===== config.mk =====
export PLATFORM = sky130hd
export DESIGN_NAME = instr_fetch_unit
export DESIGN_NICKNAME = d
export VERILOG_FILES = /design/src/rtl/instr_fetch_unit.sv
export SDC_FILE = /design/constraint.sdc
export NUM_CORES = 1
export LEC_CHECK = 0
export BUFFER_PORTS_ARGS = -buffer_cell sky130_fd_sc_hd__buf_2
export CAP_MARGIN = 15
export CELL_PAD_IN_SITES_DETAIL_PLACEMENT = 0
export CELL_PAD_IN_SITES_GLOBAL_PLACEMENT = 1
export CORE_AREA = 2 2 143 145
export CTS_CLUSTER_DIAMETER = 50
export DETAILED_ROUTE_END_ITERATION = 10
export DIE_AREA = 0 0 145 147
export PLACE_DENSITY_LB_ADDON = 0.1
export SETUP_SLACK_MARGIN = 0.15
export SLEW_MARGIN = 20
export SYNTH_ARGS = -nofsm -noshare
export SYNTH_HDL_FRONTEND = slang
export SYNTH_SLANG_ARGS = --single-unit

===== constraint.sdc =====
create_clock -name CLK -period 5 [get_ports CLK]
set_clock_uncertainty 0.05 [all_clocks]
set_input_delay 1 -clock CLK [delete_from_list [all_inputs] [get_ports CLK]]
set_output_delay 1 -clock CLK [all_outputs]
set_load 0.05 [all_outputs]

===== src/rtl/instr_fetch_unit.sv =====
// Instruction fetch and PC sequencer: fetches one word over a busywait handshake,
// holds it for decode/execute, then steps the PC by +4 or a signed word offset.
module instr_fetch_unit #(
  parameter logic [31:0] RESET_PC = 32'h0000_0000,
  parameter int          IMEM_AW  = 8
) (
  input  logic               CLK,
  input  logic               RESETN,
  output logic               IMEM_READ,
  output logic [IMEM_AW-1:0] IMEM_ADDR,
  input  logic               IMEM_BUSYWAIT,
  input  logic [31:0]        IMEM_INSTR,
  input  logic               J,
  input  logic               BEQ,
  input  logic               BNEQ,
  input  logic               ZERO,
  input  logic               STALL,
  output logic [31:0]        PC,
  output logic [31:0]        INSTRUCTION,
  output logic [7:0]         OPCODE,
  output logic [7:0]         DEST,
  output logic [7:0]         SRC1,
  output logic [7:0]         SRC2,
  output logic               VALID,
  output logic [15:0]        RETIRED
);

  typedef enum logic [1:0] {
    IDLE  = 2'd0,
    FETCH = 2'd1,
    EXEC  = 2'd2
  } state_t;

  state_t      state, state_next;
  logic        latch_instr;
  logic        retire;
  logic        take_target;
  logic [31:0] pc_plus4;
  logic [31:0] pc_target;
  logic [31:0] pc_next;

  // NOTE: every signal assigned in this block gets a default first, so no
  // path through the case can leave one unassigned and infer a latch.
  always_comb begin
    state_next  = state;
    IMEM_READ   = 1'b0;
    latch_instr = 1'b0;
    retire      = 1'b0;
    unique case (state)
      IDLE: state_next = FETCH;
      FETCH: begin
        IMEM_READ = 1'b1;
        if (!IMEM_BUSYWAIT) begin
          latch_instr = 1'b1;
          state_next  = EXEC;
        end
      end
      EXEC: begin
        if (!STALL) begin
          retire     = 1'b1;
          state_next = FETCH;
        end
      end
      default: state_next = IDLE;
    endcase
  end

  // J, BEQ-taken and BNEQ-taken all select the same target, so their
  // priority order cannot change the outcome.
  always_comb begin
    pc_plus4    = PC + 32'd4;
    pc_target   = pc_plus4 + {{22{DEST[7]}}, DEST, 2'b00};
    take_target = J | (BEQ & ZERO) | (BNEQ & ~ZERO);
    pc_next     = take_target ? pc_target : pc_plus4;
  end

  // NOTE: sequential state uses non-blocking assignments so every register
  // samples pre-edge values regardless of statement order.
  always_ff @(posedge CLK or negedge RESETN) begin
    if (!RESETN) begin
      state       <= IDLE;
      PC          <= RESET_PC;
      INSTRUCTION <= 32'h0;
      VALID       <= 1'b0;
      RETIRED     <= 16'h0;
    end else begin
      state <= state_next;
      if (latch_instr) begin
        INSTRUCTION <= IMEM_INSTR;
        VALID       <= 1'b1;
      end
      if (retire) begin
        PC      <= pc_next;
        VALID   <= 1'b0;
        RETIRED <= RETIRED + 16'd1;
      end
    end
  end

  assign IMEM_ADDR = PC[IMEM_AW+1:2];
  assign OPCODE    = INSTRUCTION[31:24];
  assign DEST      = INSTRUCTION[23:16];
  assign SRC1      = INSTRUCTION[15:8];
  assign SRC2      = INSTRUCTION[7:0];

endmodule


==> results.sh <==
export IMPL_status="complete, no violations"
export IMPL_yosys_warnings=0
export IMPL_dominantRegCellSynth="dfrtp_1"
export IMPL_relSlewSlack_pct=35.1
export IMPL_ant_nets=0
export IMPL_antenna_found_initial=0
export IMPL_synth_area_mm2=0.00587
export IMPL_root_buffer="clkbuf_16"
export IMPL_cts_resized=0
export IMPL_drive_gt1_share_pct=30.7
export IMPL_cp_slowest_cell="dfrtp_1"
export IMPL_num_nets_final=847
export IMPL_wl_met3_um=914
export IMPL_routed_top_layer="met4"
export IMPL_core_rowCount=52
export IMPL_clk_pin_slew_ns=0.06
export IMPL_viasPerCell=4.80
export IMPL_post_cts_setup_buffers=0
export IMPL_cts_tree="built"
export IMPL_worstReg2RegStart="PC[4]"
export IMPL_synth_edff_count=0
export IMPL_cp_start_kind="register"
export IMPL_async_flop_share_pct=100
export IMPL_hold_viol_final=0
export IMPL_grt_max_degree=47
export IMPL_die_w_um=145
export IMPL_clkLatencyLatePin_ns=0.35
export IMPL_fin_util_pct=35.3
export IMPL_reg2reg_to="PC[31]"
export IMPL_hpwl_um=12900
export IMPL_vias=5002
export IMPL_finalSetupTns_ns=0
export IMPL_wl_met1_um=7730
export IMPL_finalInstanceArea_mm2=0.00701
export IMPL_drtIter0Drc=172
export IMPL_slowest_delay_ns=0.51
export IMPL_drt_wirelength_per_cell_um=16.5
export IMPL_grt_ovfl_total=0
export IMPL_hold_class="reg2reg"
export IMPL_tightest_slew_ns=0.973
export IMPL_finalCriticalPeriod_ns=4.14
export IMPL_worstHoldStart="PC[31]"
export IMPL_min_period_over_period_pct=82.8
export IMPL_cp_end_kind="register"
export IMPL_die_y_um=147
export IMPL_yosysSeqAreaShare_pct=34.5
export IMPL_whs_ns=0.420
export IMPL_crit_fanout=9
export IMPL_reg2regPathDepth=17
export IMPL_nFillCells=2060
export IMPL_worstPathCellList="and4_4 > nand3_1 > nor3_2 > and2_1 > nand3_1 > xnor2_1 > ha_1 > nand4_1 > o31ai_1 > a31o_2 > a31oi_4 > o21ai_2 > a311oi_2 > xnor2_1 > a21oi_1 > a31oi_1 > xnor2_1"
export IMPL_maxSlewViolCount=0
export IMPL_rrSetupSlack_ns=0.86
export IMPL_htree_num_levels=3
export IMPL_numPortBuffers=159
export IMPL_setup_viol=0
export IMPL_core_mm2=0.0198
export IMPL_clockBufferDepth=2
export IMPL_critPathMostFrequentCell="xnor2_1"
export IMPL_whs_path_depth=1
export IMPL_route_detailed_drc=0
export IMPL_hold_end="PC[31]"
export IMPL_track_usage_pct=16.3
export IMPL_place_congestion=0.844
export IMPL_ioPinCount=162
export IMPL_areaGrowthSynthToFinish_pct=19.4
export IMPL_worstSetupPathType="reg2reg"
export IMPL_maxCapViolations=0
export IMPL_wl_met2_um=8190
export IMPL_start_util_pct=29.6
export IMPL_ys_ff_latch=81
export IMPL_avgSynthCellArea_um2=9.01
export IMPL_die_area_mm2=0.0213
export IMPL_grt_setup_unrepaired="false"
export IMPL_routed_wl_um=17200
export IMPL_grt_first_pass_wirelength_um=27700
export IMPL_clock_sinks=81
export IMPL_yosysUniqueCellTypes=60
export IMPL_n_antenna_cell=0
export IMPL_grt_pass1_vias=5013
export IMPL_syn_inst=652
export IMPL_crit_arrival_ns=4.35
export IMPL_drt_pre_antenna_iters=4
export IMPL_crit_required_ns=5.21
export IMPL_max_clock_freq_mhz=242
export IMPL_placed_cell_area_mm2=0.00669
export IMPL_numCtsBuffers=9
export IMPL_hold_buffers=0
==> critical path: cells and delay by family (launching register included) <==
kind,cells,cell delay (ns)
compound gates,7,1.23
fa+ha+maj,1,0.33
xor+xnor,3,0.60
simple gates,6,1.35
flops,1,0.51
==> cell families (layout without fill, tap and decap cells) <==
family / Yosys count / count (layout) / synth area share, %
other: 1 / 2 / 0.0639
adders and majority gates: 39 / 39 / 8.44
buffers and inverters: 74 / 194 / 7.48
DFF: 81 / 81 / 34.5
and+or+nand+nor: 205 / 205 / 16.1
muxes: 35 / 35 / 6.67
AOI/OAI and AO/OA: 151 / 151 / 16.9
xor gates and xnor gates: 66 / 66 / 9.84
==> placed cells by master, fill, tap and decap left out, types with 3 or more instances in the layout <==
master and instances:
o22ai_1 9, a211o_1 3, a31oi_1 6, xor2_1 26
buf_4 9, and3_1 12, nand4_1 9, a21o_1 12
o21ai_2 4, nor2b_1 6, nand3_1 22, nor3_2 3
nor2_1 54, ha_1 38, a21oi_1 56, and2_1 5
clkbuf_16 9, dfrtp_1 81, nor3_1 13, xnor2_1 40
o31ai_1 3, o21ai_1 18, inv_1 10, buf_2 158
mux2_2 32, o21bai_1 4, o21a_1 4, o21ai_0 6
nand2_1 74, a21oi_2 3
==> flip-flops by register name, indices dropped and copies added, names as in the netlist <==
name / cells
INSTRUCTION: 32
PC: 30
state: 2
RETIRED: 16
VALID: 1
==> cells in the mapped netlist (all sizes together), types with 16 or more instances <==
cell    instances  area [µm²]
ha             38         475
a21oi          59         307
xor2           26         228
nor2           54         203
nand3          22         110
dfrtp          81        2030
mux2           33         372
nand2          74         278
clkbuf         18        67.6
buf            45         330
o21ai          28         155
nor3           16        90.1
xnor2          40         350
==> worst max path at each step <==
stage,start,endpoint,slack (ns),depth (start not counted)
after floorplan,PC[4],PC[31],1.05,17
after global placement,PC[4],PC[31],1.05,17
after global routing,PC[4],PC[31],0.42,17
final,PC[4],PC[31],0.86,17
after CTS,PC[4],PC[31],0.87,17
after detailed placement,PC[4],PC[31],0.90,17
==> through the flow <==
stage	setup WS, ns	cells
global route	0.418	1043
detailed placement	0.901	1027
CTS	0.871	1043
floorplan	1.05	653
finish	0.862	1043
global placement	1.05	1027
==> metal layers <==
layer  vias up  global-route usage [%]
met3        23                    3.32
met5         -                       0
met1      2361                    20.4
li1       2493                       -
met2       125                    27.6
met4         0                    6.29
==> final cells by class <==
type	count	area (µm²)	share of cell area, %
Multi-Input combinational cell	498	3430	48.9
Sequential cell	81	2030	28.9
Timing Repair Buffer	167	858	12.2
Tap cell	270	338	4.82
Clock buffer	10	229	3.27
Clock inverter	6	90.1	1.29
Inverter	11	41.3	0.589
Power is left out: the tool's default activity adds up to more than one toggle a clock period on the data nets, which glitch-free logic cannot reach.
